$ cat src/rtl/ber_error_path.sv
// Error-path slice of the BER tester: source select, single-bit error injection,
// clean/corrupted compare and a saturating running error total.
module ber_error_path #(
    parameter int unsigned WIDTH   = 13,
    parameter int unsigned TOTAL_W = 16
) (
    input  logic               clock,
    input  logic               reset,
    input  logic               sel,
    input  logic [WIDTH-1:0]   test_pattern,
    input  logic               normal_input,
    input  logic               inject_en,
    input  logic [3:0]         inject_pos,
    input  logic               total_clr,
    output logic [WIDTH-1:0]   original,
    output logic [WIDTH-1:0]   corrupted,
    output logic [WIDTH-1:0]   error,
    output logic [4:0]         sum_error,
    output logic [TOTAL_W-1:0] total_error
);

    logic [WIDTH-1:0]   nsw_q;
    logic [WIDTH-1:0]   nsw_d;
    logic [WIDTH-1:0]   sel_word;
    logic [WIDTH-1:0]   mask;
    logic [WIDTH-1:0]   corr_word;
    logic [WIDTH-1:0]   cmp_word;
    logic [4:0]         pop;
    logic [TOTAL_W:0]   total_sum;
    logic [TOTAL_W-1:0] total_d;

    always_comb begin
        nsw_d     = {nsw_q[WIDTH-2:0], normal_input};
        sel_word  = sel ? test_pattern : nsw_d;
        // Out-of-range positions match no bit, so the mask stays zero.
        mask      = '0;
        for (int i = 0; i < WIDTH; i++) begin
            mask[i] = inject_en && (inject_pos == 4'(i));
        end
        corr_word = sel_word ^ mask;
        cmp_word  = sel_word ^ corr_word;
        pop       = '0;
        for (int i = 0; i < WIDTH; i++) begin
            pop = pop + 5'(cmp_word[i]);
        end
    end

    always_comb begin
        total_sum = {1'b0, total_error} + (TOTAL_W + 1)'(pop);
        total_d   = total_error;
        if (total_clr) begin
            total_d = '0;
        end else if (total_sum[TOTAL_W]) begin
            total_d = '1;
        end else begin
            total_d = total_sum[TOTAL_W-1:0];
        end
    end

    always_ff @(posedge clock or negedge reset) begin
        if (!reset) begin
            nsw_q       <= '0;
            original    <= '0;
            corrupted   <= '0;
            error       <= '0;
            sum_error   <= '0;
            total_error <= '0;
        end else begin
            nsw_q       <= nsw_d;
            original    <= sel_word;
            corrupted   <= corr_word;
            error       <= cmp_word;
            sum_error   <= pop;
            total_error <= total_d;
        end
    end

endmodule

$ cat config.mk
export PLATFORM = sky130hd
export DESIGN_NAME = ber_error_path
export DESIGN_NICKNAME = d
export VERILOG_FILES = /design/src/rtl/ber_error_path.sv
export SDC_FILE = /design/constraint.sdc
export NUM_CORES = 1
export LEC_CHECK = 0
export ABC_AREA = 1
export CAP_MARGIN = 20
export CORE_MARGIN = 8
export CORE_UTILIZATION = 41
export DETAILED_ROUTE_END_ITERATION = 10
export GPL_TIMING_DRIVEN = 0
export PLACE_DENSITY = 0.8
export SETUP_SLACK_MARGIN = 0.02
export SLEW_MARGIN = 30
export SYNTH_ARGS = -nofsm -noshare
export SYNTH_HDL_FRONTEND = slang
export SYNTH_SLANG_ARGS = --single-unit
$ cat constraint.sdc
create_clock -name clock -period 2.04 [get_ports clock]
set_input_delay 0.408 -clock clock [delete_from_list [all_inputs] [get_ports clock]]
set_output_delay 0.408 -clock clock [all_outputs]
set_load 0.05 [all_outputs]
* Word level (Yosys, flattened, before mapping)
Index checks and enable logic that the tools add are counted.
Storage, ports and cells: register bits after elaboration 72, word-level logic and storage cells 50, output and inout port bits 60, bits of input ports 23
Cells by class: bitwise operators 2, add/sub/neg operators 13, reduce and logical (&&, ||, !) cells 14, equality and inequality tests 12, mux-type cells 3
Operators by type and width (number):
- adder 5 x 1 -> 5 bit | 8
- two-way mux 16 bit | 2
- XOR 13 bit | 2
- == test 4 bit (second input constant) | 5
- adder 16 x 5 -> 17 bit | 1
- == test 4 x 3 -> 1 bit (second input constant) | 4
- logical AND 1 bit | 13
- two-way mux 13 bit | 1
- == test 4 x 2 -> 1 bit (second input constant) | 2
- adder 4 x 1 -> 5 bit | 1
- adder 3 x 1 -> 4 bit | 1
- == test 4 x 1 -> 1 bit (second input constant) | 1
- zero test 4 bit | 1
- adder 2 x 1 -> 3 bit | 1
- adder 1 x 1 -> 2 bit | 1

* Depth between registers and ports, before layout
Gate-level depths: netlist of the first run.
word-level depth 19, gate-level depth with buffers 24, mapped depth without buffers 24

* Worst setup path before layout of the first run
OpenSTA, ideal clock, no wires.
path type input port to flip-flop, start input port inject_pos[1], end register total_error[10], required time 1927 ps, stages on the path 21, arrival time 5003 ps, setup slack -3076 ps, library setup time 113 ps, path buffers 0, cells stage by stage nor2_1 > inv_1 > nor2_1 > inv_1 > fa_1 > inv_1 > fa_1 > inv_1 > fa_1 > fa_1 > fa_1 > fa_1 > fa_1 > inv_1 > nand3_2 > a21oi_2 > nand2_2 > nand2_1 > nand3_2 > nand2_1 > inv_1
Between the ends: word-level cells in the longest chain between the ends 19, elaborated cells between the ends (all ways) 43, classes of those cells add/sub: 13; eq/ne: 12; mux: 2; bitwise: 2; reduce/logical: 14
Ends and longest elaborated chain:
- start: declaration | line 13 | input logic [3:0] inject_pos,
- zero test 4 bit | line 38 | mask[i] = inject_en && (inject_pos == 4'(i));
- logical AND 1 bit | line 38
- XOR 13 bit | line 40 | corr_word = sel_word ^ mask;
- XOR 13 bit | line 41 | cmp_word = sel_word ^ corr_word;
- net cmp_word[0] | line 27 | logic [WIDTH-1:0] cmp_word;
- adder 1 x 1 -> 2 bit | line 44 | pop = pop + 5'(cmp_word[i]);
- adder 2 x 1 -> 3 bit | line 44
- adder 3 x 1 -> 4 bit | line 44
- adder 4 x 1 -> 5 bit | line 44
- adder 5 x 1 -> 5 bit (8 in series) | line 44
- adder 16 x 5 -> 17 bit | line 49 | total_sum = {1'b0, total_error} + (TOTAL_W + 1)'(pop);
- two-way mux 16 bit | line 53 | end else if (total_sum[TOTAL_W]) begin
- two-way mux 16 bit | line 51 | if (total_clr) begin
- net total_d[10] | line 30 | logic [TOTAL_W-1:0] total_d;
- end signal: assignment | line 74 | total_error <= total_d;
- end: declaration | line 19 | output logic [TOTAL_W-1:0] total_error
The timed path passes the listed nets, and every way through them passes these cells.

* Final worst setup path of the first run
start input port inject_pos[2], end register total_error[5]
Between the ends: elaborated cells between the ends (all ways) 43, classes of those cells add/sub: 13; eq/ne: 12; mux: 2; bitwise: 2; reduce/logical: 14
RTL lines:
- == test 4 x 3 -> 1 bit | line 38
- logical AND 1 bit | line 38
- XOR 13 bit | line 40
- XOR 13 bit | line 41
- net cmp_word[7] | line 27
- adder 5 x 1 -> 5 bit (6 in series) | line 44
- net pop[3] | line 28 | logic [4:0] pop;
- adder 16 x 5 -> 17 bit | line 49
- two-way mux 16 bit | line 53
- two-way mux 16 bit | line 51
- net total_d[5] | line 30
The timed path passes the listed nets, and every way through them passes these cells.

==> impl_metrics.ini, run 1 <==
[cells_and_area]
final_area_sq_um = 5070
stdcell_count = 549
drive_above_1_share = 0.347
area_delta_synth_final_pct = 57.8
diodes = 0
mostFrequentLayoutCell = dfrtp_1
final_nets = 482
layout_common_cells = dfrtp_1, clkdlybuf4s50_1, inv_1
fillers = 498

[power_and_ir_drop]
power_density_nw_per_um2 = 663
power_switching_uw = 1030
p_int_uw = 2330
seqPwrFrac = 0.451
pwr-share-clk = 0.332
vdd_drop_max_v = 0.000477
leakagePower_uw = 0.00249
p_comb_frac = 0.217
switching_share = 0.307

[worst_setup_path]
start_kind = input port
cp.required_ns = 2.28
r2r_setup_slack_ns = 0.12
reg2reg_to = total_error[8]
critPathKind = input port to register
crit_path_max_fanout = 10
cp-startpoint = inject_pos[2]
endpoint = total_error[5]
r2r-start = total_error[0]
worst_ep_arrival_time_ns = 5.12
rr_worst_depth = 9
crit_path_end_kind = register

[floorplanning]
core-area_sq_um = 7650
die_x_um = 104
start_util = 0.420
die_y_um = 104
row_count = 32
ioPinCount = 83
dieArea_sq_um = 10900

[clock_tree]
clock-root-buffer = clkbuf_8
cts_buffers = 9
clockBufferDepth = 2
htree_num_levels = 3
tritoncts = done
cts.sinks = 71
insertion_delay_ns = 0.34
clkTransAtPathRegs_ns = 0.08

[global_routing]
antenna_found_initial = 0
grt_pass1_wl_um = 14800
grt_pass1_vias = 2911
grt_remaining_overflow = 0
grtUsageTotal = 0.172
grt_max_degree = 41

[placement]
place_area_sq_um = 4300
gp_congestion = 0.860
place_hpwl_um = 5740
io_buffers = 81
place_ws_ns = -3.53
dp.cells = 489

[sta]
worstMarginPinSlew_ns = 0.693
rsz0062_at_grt = true
hold_ws_ns = 0.373
period_share = 2.39
slew_violations = 0
finalClockSkew_ns = 0.00883
max_freq_ghz = 0.205
final-setup-viol-count = 21
fin_ws_ns = -2.84
setup_tns_ns = -51.84
max_slew_margin = 0.538
final.min_clock_period_ns = 4.88
finalHoldViolCount = 0

[yosys]
netlist_area_sq_um = 3210
yosysWarnings = 0
ys_top_cells_by_area = dfrtp_1, inv_1, fa_1
ys_seq_area_frac = 0.553
synth_top_area_share = 0.553
synth_cells = 305
synth.avg_cell_area_sq_um = 10.5
synth_area_leader_cell = dfrtp_1
ys_seq_elements = 71
ys_types = 26
synthesis.nets = 344

[detailed_routing]
drt_iter0_markers = 143
drt-total-wl_um = 10400
vias_per_cell = 5.05
ant_nets = 0
firstDrtPassIters = 5
drc = 0
wl_per_cell_um = 18.9
num_vias = 2775

[hold_path]
min_delay_path_depth = 4
min_from = inject_pos[2]
hold_class = input port to register

[status]
violations = setup timing
outcome = finished with violations

[run]
drv_cap = 0
per-layer routing:
| metal | GRT usage | wire, um | vias to the layer above |
|---|---|---|---|
| met5 | 0 | 0 | - |
| met2 | 0.291 | 5340 | 155 |
| li1 | - | - | 1206 |
| met3 | 0.0607 | 772 | 51 |
| met4 | 0.101 | 561 | 0 |
| met1 | 0.180 | 3680 | 1363 |
flip-flops by register name, summed over array words and instances, names as in the netlist:
signal       flops
total_error     16
corrupted       13
error           13
original        13
nsw_q           12
sum_error        4
cell usage after synthesis:
| master | instances |
|---|---|
| nand3_2 | 4 |
| a31oi_2 | 1 |
| nand3_4 | 1 |
| a21oi_1 | 9 |
| clkbuf_1 | 1 |
| nor3_4 | 1 |
| nand2_1 | 41 |
| nand3b_1 | 2 |
| a21oi_2 | 4 |
| nor2_1 | 29 |
| dfrtp_1 | 71 |
| inv_1 | 62 |
| ha_1 | 7 |
| or2_1 | 1 |
| nor2_2 | 2 |
| o21ai_0 | 2 |
| mux2_2 | 13 |
| nand4_1 | 3 |
| buf_4 | 2 |
| xor2_1 | 13 |
| conb_1 | 1 |
| nand2_2 | 3 |
| fa_1 | 9 |
| xnor2_1 | 5 |
| nand3_1 | 17 |
| buf_6 | 1 |
worst max-delay path, cell delays in order:
cell	delay, ns
buf_8	0.08
buf_6	0.11
nand3b_1	0.11
buf_6	0.16
nor2_4	0.11
fa_1	0.46
fa_1	0.56
inv_1	0.06
fa_1	0.55
fa_1	0.45
fa_2	0.40
buf_4	0.16
buf_6	0.11
o21ai_4	0.15
ha_1	0.34
a21oi_2	0.30
nand2_4	0.12
nand3_4	0.15
buf_12	0.16
nand3_2	0.07
nand2_1	0.06
inv_1	0.04
repair_timing:
action | 4_1_cts | 5_1_grt
endpoints found under the setup margin | 27 | 29
setup buffers | 38 | 16
hold endpoints to repair | 8 | 0
pin swaps | 35 | 36
hold buffers | 1 | 0
resized for setup | 70 | 37
final cells by class:
cell class / count / area (sq um) / share of cell area
sequential: 71 / 1780 / 0.351
multi-input combinational: 168 / 1480 / 0.292
timing repair buffer: 127 / 1210 / 0.240
inverter: 62 / 235 / 0.0464
tap: 102 / 128 / 0.0252
clock buffer: 9 / 124 / 0.0245
clock inverter: 6 / 70.1 / 0.0138
buffer: 4 / 38.8 / 0.00766
power groups by stage:
stage,Clock (uW),Sequential [uW],Combinational [uW]
after floorplan,0,1760,146
after global placement,0,1530,604
after detailed placement,0,1540,616
after CTS,1130,1510,674
after global routing,1190,1520,772
final,1110,1510,730
worst min path at each step:
stage	end	slack (ns)
2_1_floorplan	corrupted[0]	0.11
5_1_grt	error[3]	0.37
6_report	error[3]	0.37
3_3_place_gp	nsw_q[8]	0.36
3_5_place_dp	nsw_q[8]	0.36
4_1_cts	error[3]	0.35
stage by stage:
step                utilization  power [uW]
floorplan                     -        1910
global placement          0.560        2140
detailed placement        0.562        2150
CTS                       0.642        3310
global route              0.662        3480
finish                    0.662        3360
cells by family (layout without fill, tap and decap cells):
kind of cell               count (synthesis)  after routing  share of synthesized area
and+or+nand+nor                          104            104                      0.154
xor gates and xnor gates                  18             18                     0.0491
adders and majority gates                 16             16                     0.0834
AOI/OAI and AO/OA                         16             16                     0.0320
DFF                                       71             71                      0.553
other                                      1              1                    0.00117
muxes                                     13             13                     0.0456
buffers and inverters                     66            208                     0.0818
Power figures use the tool's default switching activity.
==> run 2, diff against run 1 <==
--- a/config.mk
+++ b/config.mk
@@ -13,7 +13,7 @@
 export GPL_TIMING_DRIVEN = 0
 export PLACE_DENSITY = 0.8
 export SETUP_SLACK_MARGIN = 0.02
-export SLEW_MARGIN = 30
+export SLEW_MARGIN = 20
 export SYNTH_ARGS = -nofsm -noshare
 export SYNTH_HDL_FRONTEND = slang
 export SYNTH_SLANG_ARGS = --single-unit
==> results of run 2 <==
Same layout as run 1: the final DEF is identical, and so are final timing and power.
==> run 3, diff against run 2 <==
--- a/config.mk
+++ b/config.mk
@@ -5,13 +5,12 @@
 export SDC_FILE = /design/constraint.sdc
 export NUM_CORES = 1
 export LEC_CHECK = 0
-export ABC_AREA = 1
 export CAP_MARGIN = 20
 export CORE_MARGIN = 8
 export CORE_UTILIZATION = 41
 export DETAILED_ROUTE_END_ITERATION = 10
 export GPL_TIMING_DRIVEN = 0
-export PLACE_DENSITY = 0.8
+export PLACE_DENSITY = 0.81
 export SETUP_SLACK_MARGIN = 0.02
 export SLEW_MARGIN = 20
 export SYNTH_ARGS = -nofsm -noshare
==> impl_metrics.ini, run 3 <==
[floorplanning]
dieArea_sq_um = 10300
core-area_sq_um = 7180
row_count = 31
start_util = 0.417
die_y_um = 101
die_x_um = 101
ioPinCount = 83

[power_and_ir_drop]
power_density_nw_per_um2 = 744
pwr-share-clk = 0.366
p_comb_frac = 0.182
power_switching_uw = 952
vdd_drop_max_v = 0.000366
power_uw = 3350
switching_share = 0.284
p_int_uw = 2400
leakagePower_uw = 0.00207
seqPwrFrac = 0.452

[yosys]
synthFlopType = dfrtp_1
synth_cells = 239
synth-edff-count = 0
synthesis.nets = 278
yosysMostFrequentCell = dfrtp_1
synthArstFlopShare = 1.00
ys_top_cells_by_area = dfrtp_1, fa_1, mux2_2
synth_common_cells = dfrtp_1, inv_1, mux2_2, nor2_1
synth.avg_cell_area_sq_um = 12.5
netlist_area_sq_um = 3000
synth_top_area_share = 0.593
ys_types = 40
ys_seq_elements = 71
yosysWarnings = 0
ys_seq_area_frac = 0.593
synth_area_leader_cell = dfrtp_1

[detailed_routing]
drt-total-wl_um = 7410
drt_iter0_markers = 47
wl_per_cell_um = 16.4
vias_per_cell = 4.83
num_vias = 2180
ant_nets = 0
drc = 0
firstDrtPassIters = 5

[sta]
final.min_clock_period_ns = 5.13
worstMarginPinSlew_ns = 0.667
fin_ws_ns = -3.09
period_share = 2.51
finalClockSkew_ns = 0.00868
rsz0062_at_grt = true
max_slew_margin = 0.556
max_freq_ghz = 0.195
slew_violations = 0
final-setup-viol-count = 20
finalHoldViolCount = 0

[worst_setup_path]
crit_path_end_kind = register
cp_slowest_cell = fa_2
critPathKind = input port to register
crit_path_max_fanout = 5
r2r_setup_slack_ns = -0.15
worst_ep_arrival_time_ns = 5.38
cp.required_ns = 2.30
cp_common_cell = fa_1
path_cells = buf_8 > or3b_4 > nor2_4 > inv_2 > fa_1 > inv_1 > fa_1 > inv_2 > fa_1 > fa_1 > fa_2 > fa_2 > fa_2 > nand2b_4 > a211oi_4 > nand4_1 > buf_4 > a31oi_1
crit_path_max_incr_delay_ns = 0.51
start_kind = input port

[global_routing]
antenna_found_initial = 0
grtUsageTotal = 0.152
grt_pass1_vias = 2395
grt_max_degree = 39
grt_pass1_wl_um = 12000
grt_remaining_overflow = 0

[clock_tree]
cts_buffers = 9
insertion_delay_ns = 0.34
cts_hold_buf = 0
clkTransAtPathRegs_ns = 0.08
clockBufferDepth = 2
tritoncts = done
htree_num_levels = 3
clock-root-buffer = clkbuf_8
cts.sinks = 71

[hold_path]
hold_class = input port to asynchronous set/reset pin

[cells_and_area]
final_nets = 386
fillers = 551
diodes = 0
largest_reg_flops = 16
drive_above_1_share = 0.241
mostFrequentLayoutCell = dfrtp_1
area_delta_synth_final_pct = 50.5
layout_common_cells = dfrtp_1, clkdlybuf4s50_1, inv_1
postLayoutCoreUtil = 0.628
regMostFlops = total_error

[status]
outcome = finished with violations
violations = setup timing

[placement]
io_buffers = 80
gp_congestion = 0.793
place_hpwl_um = 5280

[run]
drv_cap = 0
[run 3: kinds of logic after synthesis]
kind of cell               Yosys count  share of synthesized area
AOI/OAI and AO/OA                   34                     0.0744
xor gates and xnor gates            19                     0.0556
adders and majority gates           16                     0.0894
buffers and inverters               36                     0.0472
DFF                                 71                      0.593
muxes                               13                     0.0489
other                                1                    0.00125
and+or+nand+nor                     49                     0.0902
[run 3: metal layers]
layer / vias up / track usage / wire, um
met3: 9 / 0.0351 / 496
met4: 0 / 0.0561 / 97
met5: - / 0 / 0
met1: 1075 / 0.171 / 3050
met2: 81 / 0.272 / 3760
li1: 1015 / - / -
[run 3: what timing repair did]
action / 4_1_cts / 5_1_grt
resized for setup: 51 / 17
gates cloned: 2 / 0
setup buffers: 12 / 3
setup endpoints to repair: 26 / 25
pin swaps: 20 / 12
[run 3: layout make-up]
type	count	area, sq um	area share
sequential	71	1780	0.394
multi-input combinational	132	1260	0.281
timing repair buffer	97	960	0.213
clock buffer	10	128	0.0283
tap	99	124	0.0275
inverter	27	101	0.0225
clock inverter	6	93.8	0.0208
buffer	9	60.1	0.0133
[run 3: power by group through the flow]
stage          Combinational [uW]  Sequential [uW]  Clock, uW
3_3_place_gp                  578             1540          0
3_5_place_dp                  589             1540          0
5_1_grt                       651             1520       1310
4_1_cts                       612             1520       1250
6_report                      610             1520       1230
2_1_floorplan                 125             1760          0
[run 3: critical path, delay by kind of cell]
family | cells | cell delay [ns]
AO/OA/AOI/OAI | 2 | 0.48
adder cells (fa/ha/maj) | 7 | 3.15
buffers and inverters | 5 | 0.46
AND/OR/NAND/NOR | 4 | 0.89
[run 3: final timing paths]
| path | startpoint | endpoint | depth (start not counted) |
|---|---|---|---|
| worst max-delay path | inject_pos[2] | total_error[11] | 18 |
| worst min register to register | nsw_q[5] | nsw_q[6] | 0 |
| worst min-delay path | reset | error[6] | 1 |
| min in group clock | nsw_q[5] | nsw_q[6] | 0 |
| max in group asynchronous | reset | nsw_q[10] | 2 |
| worst max register to register | total_error[0] | total_error[11] | 8 |
[run 3: through the flow]
stage,cells,hold slack (ns),instance area (sq um),setup TNS [ns],setup slack (ns)
3_3_place_gp,418,0.354,3970,-191.04,-3.99
2_1_floorplan,239,0.112,3040,-56.02,-3.15
3_5_place_dp,419,0.358,3990,-74.84,-4.08
5_1_grt,451,0.0361,4510,-58.62,-3.26
4_1_cts,449,0.0150,4430,-56.31,-3.12
6_report,451,0.0127,4510,-55.28,-3.09
